**src/rtl/pipeline_hazard_ctrl_pkg.sv**
```systemverilog
// Shared definitions for the pipeline stall/flush sequencer and its MDU busy timer.
package pipeline_hazard_ctrl_pkg;

  // Busy-timer FSM encodings, common to the timer and the sequencer top.
  typedef enum logic {
    ST_RUN  = 1'b0,
    ST_WAIT = 1'b1
  } mdu_state_e;

  // Register $zero never carries a real dependency.
  localparam logic [4:0] REG_ZERO = 5'd0;

  // Default MDU latency in cycles (legal 1..255) and stall counter width.
  localparam int MDU_LAT_DEF = 8;
  localparam int CNT_W_DEF   = 16;

  // True when an ID source operand that is actually read names the given register.
  function automatic logic src_matches(input logic uses, input logic [4:0] src,
                                       input logic [4:0] dst);
    return uses && (src == dst);
  endfunction

endpackage

```
**src/rtl/pipeline_hazard_ctrl_mdu_busy_timer.sv**
```systemverilog
// MDU busy timer: once started, holds Busy high for exactly MDU_LAT cycles.
module mdu_busy_timer
  import pipeline_hazard_ctrl_pkg::*;
#(
  parameter int MDU_LAT = MDU_LAT_DEF
) (
  input  logic Clk,
  input  logic Rst,
  input  logic Start,
  output logic Busy
);

  localparam int CW = (MDU_LAT < 2) ? 1 : $clog2(MDU_LAT);
  localparam logic [CW-1:0] LOAD_VAL = CW'(MDU_LAT - 1);

  mdu_state_e    state_q, state_d;
  logic [CW-1:0] cnt_q, cnt_d;

  // Next state: load the timer on Start, count down in WAIT, leave when it reaches zero.
  always_comb begin
    state_d = state_q;
    cnt_d   = cnt_q;
    case (state_q)
      ST_RUN: begin
        if (Start) begin
          state_d = ST_WAIT;
          cnt_d   = LOAD_VAL;
        end
      end
      ST_WAIT: begin
        if (cnt_q == '0) begin
          state_d = ST_RUN;
        end else begin
          cnt_d = cnt_q - CW'(1);
        end
      end
      default: begin
        state_d = ST_RUN;
        cnt_d   = '0;
      end
    endcase
  end

  // State register; reset abandons any operation in flight.
  always_ff @(posedge Clk) begin
    if (Rst) begin
      state_q <= ST_RUN;
      cnt_q   <= '0;
    end else begin
      state_q <= state_d;
      cnt_q   <= cnt_d;
    end
  end

  assign Busy = (state_q == ST_WAIT);

endmodule

```
**src/rtl/pipeline_hazard_ctrl.sv**
```systemverilog
// Stall/flush sequencer for the 5-stage pipeline: load-use, redirect and MDU hazards.
module pipeline_hazard_ctrl
  import pipeline_hazard_ctrl_pkg::*;
#(
  parameter int MDU_LAT = MDU_LAT_DEF,
  parameter int CNT_W   = CNT_W_DEF
) (
  input  logic             Clk,
  input  logic             Rst,
  input  logic [4:0]       ID_Rs,
  input  logic [4:0]       ID_Rt,
  input  logic             ID_UsesRs,
  input  logic             ID_UsesRt,
  input  logic             ID_MulDiv,
  input  logic             ID_ReadHiLo,
  input  logic             EX_MemtoReg,
  input  logic             EX_RegWr,
  input  logic [4:0]       EX_Rw,
  input  logic             MEM_PCSrc,
  output logic             PC_Wr,
  output logic             IFID_Wr,
  output logic             IFID_Flush,
  output logic             IDEX_Flush,
  output logic             EXMEM_Flush,
  output logic             MDU_Start,
  output logic             MDU_Busy,
  output logic [CNT_W-1:0] Stall_Cnt
);

  logic             start_pend_q, start_pend_d;
  logic [CNT_W-1:0] stall_cnt_q, stall_cnt_d;
  logic             load_use, mdu_haz, stall;

  // The timer is fed only by a start that survived the redirect check.
  mdu_busy_timer #(
    .MDU_LAT (MDU_LAT)
  ) u_timer (
    .Clk   (Clk),
    .Rst   (Rst),
    .Start (MDU_Start),
    .Busy  (MDU_Busy)
  );

  assign MDU_Start = start_pend_q & ~MEM_PCSrc;

  // Hazard detection; a redirect kills the ID instruction so it never stalls.
  always_comb begin
    load_use = EX_MemtoReg && EX_RegWr && (EX_Rw != REG_ZERO) &&
               (src_matches(ID_UsesRs, ID_Rs, EX_Rw) ||
                src_matches(ID_UsesRt, ID_Rt, EX_Rw));
    mdu_haz  = (ID_MulDiv || ID_ReadHiLo) && (MDU_Busy || MDU_Start);
    stall    = (load_use || mdu_haz) && !MEM_PCSrc;
  end

  // Output muxing: redirect flushes everything younger, stall holds PC/IF-ID and bubbles ID/EX.
  always_comb begin
    PC_Wr       = 1'b1;
    IFID_Wr     = 1'b1;
    IFID_Flush  = 1'b0;
    IDEX_Flush  = 1'b0;
    EXMEM_Flush = 1'b0;
    if (MEM_PCSrc) begin
      IFID_Flush  = 1'b1;
      IDEX_Flush  = 1'b1;
      EXMEM_Flush = 1'b1;
    end else if (stall) begin
      PC_Wr      = 1'b0;
      IFID_Wr    = 1'b0;
      IDEX_Flush = 1'b1;
    end
  end

  // Next-state for the pending start and the saturating stall counter.
  always_comb begin
    start_pend_d = ID_MulDiv && !stall && !MEM_PCSrc;
    stall_cnt_d  = stall_cnt_q;
    if (!PC_Wr && (stall_cnt_q != '1)) begin
      stall_cnt_d = stall_cnt_q + CNT_W'(1);
    end
  end

  // Control registers; reset drops any pending start and clears the counter.
  always_ff @(posedge Clk) begin
    if (Rst) begin
      start_pend_q <= 1'b0;
      stall_cnt_q  <= '0;
    end else begin
      start_pend_q <= start_pend_d;
      stall_cnt_q  <= stall_cnt_d;
    end
  end

  assign Stall_Cnt = stall_cnt_q;

endmodule

```
**config.mk**
```make
export PLATFORM = sky130hd
export DESIGN_NAME = pipeline_hazard_ctrl
export DESIGN_NICKNAME = d
export VERILOG_FILES = /design/src/rtl/pipeline_hazard_ctrl_pkg.sv /design/src/rtl/pipeline_hazard_ctrl_mdu_busy_timer.sv /design/src/rtl/pipeline_hazard_ctrl.sv
export SDC_FILE = /design/constraint.sdc
export NUM_CORES = 1
export LEC_CHECK = 0
export ABC_AREA = 0
export CELL_PAD_IN_SITES_DETAIL_PLACEMENT = 2
export CELL_PAD_IN_SITES_GLOBAL_PLACEMENT = 2
export CORE_MARGIN = 10
export CORE_UTILIZATION = 25
export CTS_BUF_LIST = sky130_fd_sc_hd__clkbuf_8
export CTS_CLUSTER_DIAMETER = 120
export DETAILED_ROUTE_END_ITERATION = 12
export PLACE_DENSITY = 0.8
export SKIP_LAST_GASP = 1
export SYNTH_ARGS = -nofsm -noshare
export SYNTH_HDL_FRONTEND = slang
export SYNTH_SLANG_ARGS = --single-unit
```
**constraint.sdc**
```tcl
create_clock -name Clk -period 2.8 [get_ports Clk]
set_clock_uncertainty 0.05 [all_clocks]
set_input_delay 0.56 -clock Clk [delete_from_list [all_inputs] [get_ports Clk]]
set_output_delay 0.56 -clock Clk [all_outputs]
set_load 0.02 [all_outputs]
```
### Yosys cells after proc, flatten, opt, wreduce, memory -nomap -nowiden

Cells that the tools add are included.

* bits in registers: 21
* bits of input ports: 24
* word-level logic and storage cells: 45

* add/sub/neg operators: 2
* equal/unequal tests: 5
* muxes and demuxes: 11
* bitwise logic cells: 3
* reduce and logical (&&, ||, !) cells: 20

Operators with widths (number)
* 16-bit by 1-bit adder with 16-bit output (second input constant): 1
* 16-bit != test (second input constant): 1
* 5-bit equality test: 2
* 1-bit logical AND: 10
* 1-bit 2-to-1 mux: 7
* 3-bit 2-to-1 mux: 2
* 3-bit one-hot mux with 2 select lines: 1
* 5-bit nonzero test: 1
* 1-bit logical OR: 4
* 2-bit != test (second input constant): 2
* 1-bit logical NOT: 3
* 3-bit logical NOT: 1
* 3-bit by 1-bit subtractor with 3-bit output (second input constant): 1
* 1-bit NOT: 2
* 1-bit one-hot mux with 2 select lines: 1
* 2-bit AND reduction: 1
* 1-bit bitwise AND: 1

### Depth between registers and ports, before layout

* depth in word-level cells: 10
* depth in mapped cells: 8

### Modules after synthesis

From an unflattened synthesis, not the netlist that was laid out.

* cells, all modules: 151
* area, all modules: 1257.5 um^2

Modules (own cells, without submodules)
* pipeline_hazard_ctrl: instances 1, cells each 130, area each 1066.0 um^2, sequential area each 340.3 um^2
* mdu_busy_timer: instances 1, cells each 21, area each 191.4 um^2, sequential area each 80.1 um^2

### Worst setup path after synthesis

Ideal clock, no wire load.

* path kind: input -> output
* start: in EX_Rw[1]
* end: out PC_Wr
* arrival: 1.887 ns
* required time: 2.190 ns
* path slack: 0.303 ns
* stages: 5
* path buffers: 1
* path through: or4_1 > o211ai_1 > o21a_1 > or2_2 > buf_4

* longest elaborated chain between the ends: 8
* elaborated cells on any way between the ends: 12

RTL lines
* from (decl): RTL line pipeline_hazard_ctrl.sv:18 `input logic [4:0] EX_Rw,`
* 5-bit equality test: RTL line pipeline_hazard_ctrl_pkg.sv:20 `return uses && (src == dst);`
* 1-bit logical AND: RTL line pipeline_hazard_ctrl_pkg.sv:20
* 1-bit logical OR: RTL line pipeline_hazard_ctrl.sv:49 `(src_matches(ID_UsesRs, ID_Rs, EX_Rw) ||`
* 1-bit logical AND (*): RTL line pipeline_hazard_ctrl.sv:48 `load_use = EX_MemtoReg && EX_RegWr && (EX_Rw != REG_ZERO) &&`
* 1-bit logical OR (*): RTL line pipeline_hazard_ctrl.sv:52 `stall = (load_use || mdu_haz) && !MEM_PCSrc;`
* 1-bit logical AND (*): RTL line pipeline_hazard_ctrl.sv:52
* 1-bit 2-to-1 mux (*) (2 in series)
* to (decl): RTL line pipeline_hazard_ctrl.sv:20 `output logic PC_Wr,`

Every way passes the cells marked *; elsewhere a longest branch is shown, timed or not.

### Worst setup path after layout

* start: in ID_Rs[0]
* end: out PC_Wr

* longest elaborated chain between the ends: 8

RTL lines
* from (decl): RTL line pipeline_hazard_ctrl.sv:10 `input logic [4:0] ID_Rs,`
* 5-bit equality test: RTL line pipeline_hazard_ctrl_pkg.sv:20
* 1-bit logical AND: RTL line pipeline_hazard_ctrl_pkg.sv:20
* 1-bit logical OR: RTL line pipeline_hazard_ctrl.sv:49
* 1-bit logical AND: RTL line pipeline_hazard_ctrl.sv:48
* 1-bit logical OR: RTL line pipeline_hazard_ctrl.sv:52
* 1-bit logical AND: RTL line pipeline_hazard_ctrl.sv:52
* 1-bit 2-to-1 mux: RTL line pipeline_hazard_ctrl.sv:66 `end else if (stall) begin`
* 1-bit 2-to-1 mux: RTL line pipeline_hazard_ctrl.sv:62 `if (MEM_PCSrc) begin`

No other way between the ends.

==> out/metrics.csv <==
stage,metric,value,unit
run_status,status,completed,
cells_and_area,n_diodes,0,
logic_synthesis,Gate Count Post-Synth,146,
logic_synthesis,asr flop ratio synth,0,
job,Max-cap violations,0,
clocking,CTS H-tree lvls,1,
critical_path,worst-path cell chain,clkdlybuf4s50_1 > xnor2_1 > nand2_1 > o22a_1 > o21a_1 > or2_4 > buf_6,
min_path,min-delay src,u_timer.cnt_q[0],
logic_synthesis,register area share after synthesis,0.337,
global_routing,vias in the first global route,1601,
clocking,clock tree root driver cell,clkbuf_8,
min_path,worst hold path class,reg -> reg,
logic_synthesis,synthesized flop and latch total,21,
logic_synthesis,Post-Syn Area,1250,sq um
timing,final slew viol count,0,
routing,drt pass-1 iters,2,
cells_and_area,NumNets Final,243,
timing,Worst slew margin,0.684,
routing,Post-DRT Antenna Nets,0,
timing,Worst-Margin Slew,0.473,ns
logic_synthesis,Unique masters post-synth,43,
critical_path,worst reg2reg path startpoint,Stall_Cnt[0],
critical_path,"Slowest-stage cell, CP",clkdlybuf4s50_1,
routing,vias per cell,4.91,
logic_synthesis,YS warnings,0,
logic_synthesis,Syn Nets,173,
clocking,CTS Buffer Depth,2,
critical_path,highest cell delay on the worst timing path,0.48,ns
placed_design,IO buf count,46,
floorplanning,Die Area,8220,sq um
placed_design,gp weighted congestion,0.836,
routing,WL/cell,18.3,um
timing,minimum clock period,2.73,ns
global_routing,antenna violations before repair,0,
logic_synthesis,Post-Syn Area per Cell,8.55,sq um
placed_design,hpwl dp,3890,um
critical_path,reg-to-reg endpoint,Stall_Cnt[5],
power_and_ir_drop,Tot Pwr,0.000661,W
timing,final setup fails,0,
clocking,total CTS buffers,3,
logic_synthesis,"EDFF count, synth",0,
critical_path,CP endpoint kind,primary output,
global_routing,grt ovf,0,
critical_path,CP top delay family,buffers and inverters,
floorplanning,total core area,4790,sq um
cells_and_area,Finished Layout Cells,282,
global_routing,GRT Overall Usage,0.126,
global_routing,pin count of the biggest net entering global routing,13,
floorplanning,die height,90.7,um
critical_path,kind of critical path,in -> out,
timing,final setup margin,0.0730,ns
critical_path,"Max FO, Critical Path",3,
timing,final hold violation count,0,
critical_path,Worst EP required,2.19,ns
critical_path,Worst setup SP type,input pin,
cells_and_area,Area Overhead vs Synth,63.7,%
critical_path,Worst Path Buf+Inv,2,
routing,drt total wl,5170,um
floorplanning,IO Count,47,
critical_path,"Arr. time, crit path",2.12,ns
clocking,worst skew pair latency,0.27,ns
logic_synthesis,"Top FF cell, synth",dfxtp_1,
min_path,WHS Path Cells,1,
routing,initial DRC count,59,
placed_design,pre-CTS setup slack,-0.660,ns
critical_path,worst-case reg-to-reg path depth,7,
clocking,"Hold-fix buffers, CTS",0,
min_path,Hold Crit Endpoint,u_timer.cnt_q[0],
cells_and_area,most frequent cells in the layout,"clkdlybuf4s50_1, buf_4, dfxtp_1",
floorplanning,Die W,90.7,um
floorplanning,Initial Utilization,0.261,
routing,vias,1385,
placed_design,placed cells,268,
power_and_ir_drop,peak supply drop,231,uV
critical_path,reg2reg setup slack,0.63,ns
global_routing,first-pass GRT wire length,8510,um
clocking,CTS sink cnt,21,
cells_and_area,fin util,0.427,
cells_and_area,layout cells sized above 1,0.237,
clocking,Worst-path clk slew,0.08,ns
timing,Post-Route Setup TNS,0,ns
power_and_ir_drop,pwr dens,323,nW/um^2
timing,unrepaired setup endpoints after global routing,false,
routing,DRC violations left,0,
clocking,TritonCTS clock tree,yes,
timing,Max Clock Freq,0.367,GHz
cells_and_area,"most common cell after layout, fill and taps aside",clkdlybuf4s50_1,
power_and_ir_drop,leak pwr,0.800,nW
timing,final period utilization,0.974,
floorplanning,row cnt,25,
==> cell families (layout without fill, tap and decap cells) <==
family,Yosys count,in the layout,share of synthesized area
and+or+nand+nor,65,66,0.310
DFF,21,21,0.337
muxes,2,2,0.0170
adders and majority gates,3,3,0.0301
buffers and inverters,10,78,0.0491
AOI/OAI and AO/OA,32,32,0.166
xor gates and xnor gates,13,13,0.0912
==> flip-flops by register name (all words and copies together), names as in the netlist <==
| register | cells |
|---|---|
| Stall_Cnt | 16 |
| start_pend_q | 1 |
| u_timer.Busy | 1 |
| u_timer.cnt_q | 3 |
==> worst max-delay path by stage <==
stage / end / cells past startpoint / slack [ns] / start
6_report: PC_Wr / 7 / 0.07 / ID_Rs[0]
5_1_grt: PC_Wr / 7 / 0.008 / ID_Rt[0]
2_1_floorplan: PC_Wr / 5 / 0.30 / EX_Rw[1]
3_5_place_dp: PC_Wr / 8 / -0.66 / EX_Rw[1]
3_3_place_gp: IFID_Wr / 6 / -0.52 / EX_Rw[2]
4_1_cts: PC_Wr / 7 / 0.001 / ID_Rs[3]
==> through the flow <==
stage / area [sq um] / hold WS, ns
6_report: 2040 / 0.453
5_1_grt: 2040 / 0.487
4_1_cts: 2000 / 0.463
3_5_place_dp: 1860 / 0.450
3_3_place_gp: 1860 / 0.402
2_1_floorplan: 1250 / 0.387
==> synthesized netlist by cell type (all sizes together), types with 4 or more instances <==
cell | instances | share of area
a21oi | 12 | 0.048
buf | 4 | 0.024
dfxtp | 21 | 0.34
inv | 4 | 0.012
nand2 | 11 | 0.037
nand3 | 5 | 0.020
nand4 | 6 | 0.042
nor2 | 13 | 0.045
nor2b | 5 | 0.031
o21ai | 8 | 0.032
or3 | 9 | 0.045
or4 | 4 | 0.024
xnor2 | 10 | 0.070
==> routing by layer <==
layer | vias to the layer above | track usage | part of all wire
li1 | 670 | - | -
met1 | 677 | 0.134 | 0.38
met2 | 33 | 0.239 | 0.55
met3 | 5 | 0.0316 | 0.060
met4 | 0 | 0.0318 | 0.0089
met5 | - | 0 | 0
==> worst register-to-register path, cell delays in order, from the launching register on <==
cell and delay [ns]:
dfxtp_1 0.35, ha_1 0.27, nand2_1 0.17, nor4_1 0.08, a221oi_2 0.42, nand2_4 0.15, or4_1 0.49, a21oi_1 0.13
==> power by group <==
part | internal [W] | switching [W] | total [W]
Sequential | 0.000302 | 0.00000335 | 0.000306
Combinational | 0.0000799 | 0.0000642 | 0.000144
Clock | 0.0000983 | 0.000112 | 0.000211
Total | 0.000481 | 0.000180 | 0.000661
==> area by class of cell <==
| type | count | area, sq um |
|---|---|---|
| sequential | 21 | 420 |
| clock inverter | 1 | 3.75 |
| inverter | 4 | 15.0 |
| fill | 539 | 2740 |
| multi-input combinational | 116 | 830 |
| tap | 67 | 83.8 |
| clock buffer | 3 | 41.3 |
| timing repair buffer | 70 | 651 |
==> timing repair <==
item / in CTS / in global routing
endpoints found under the hold margin: 0 / 0
setup buffers: 7 / 2
setup endpoints to repair: 3 / 13
pin swaps: 9 / 17
resized for setup: 29 / 23
gates cloned: 1 / 0
Power figures use the tool's default switching activity.
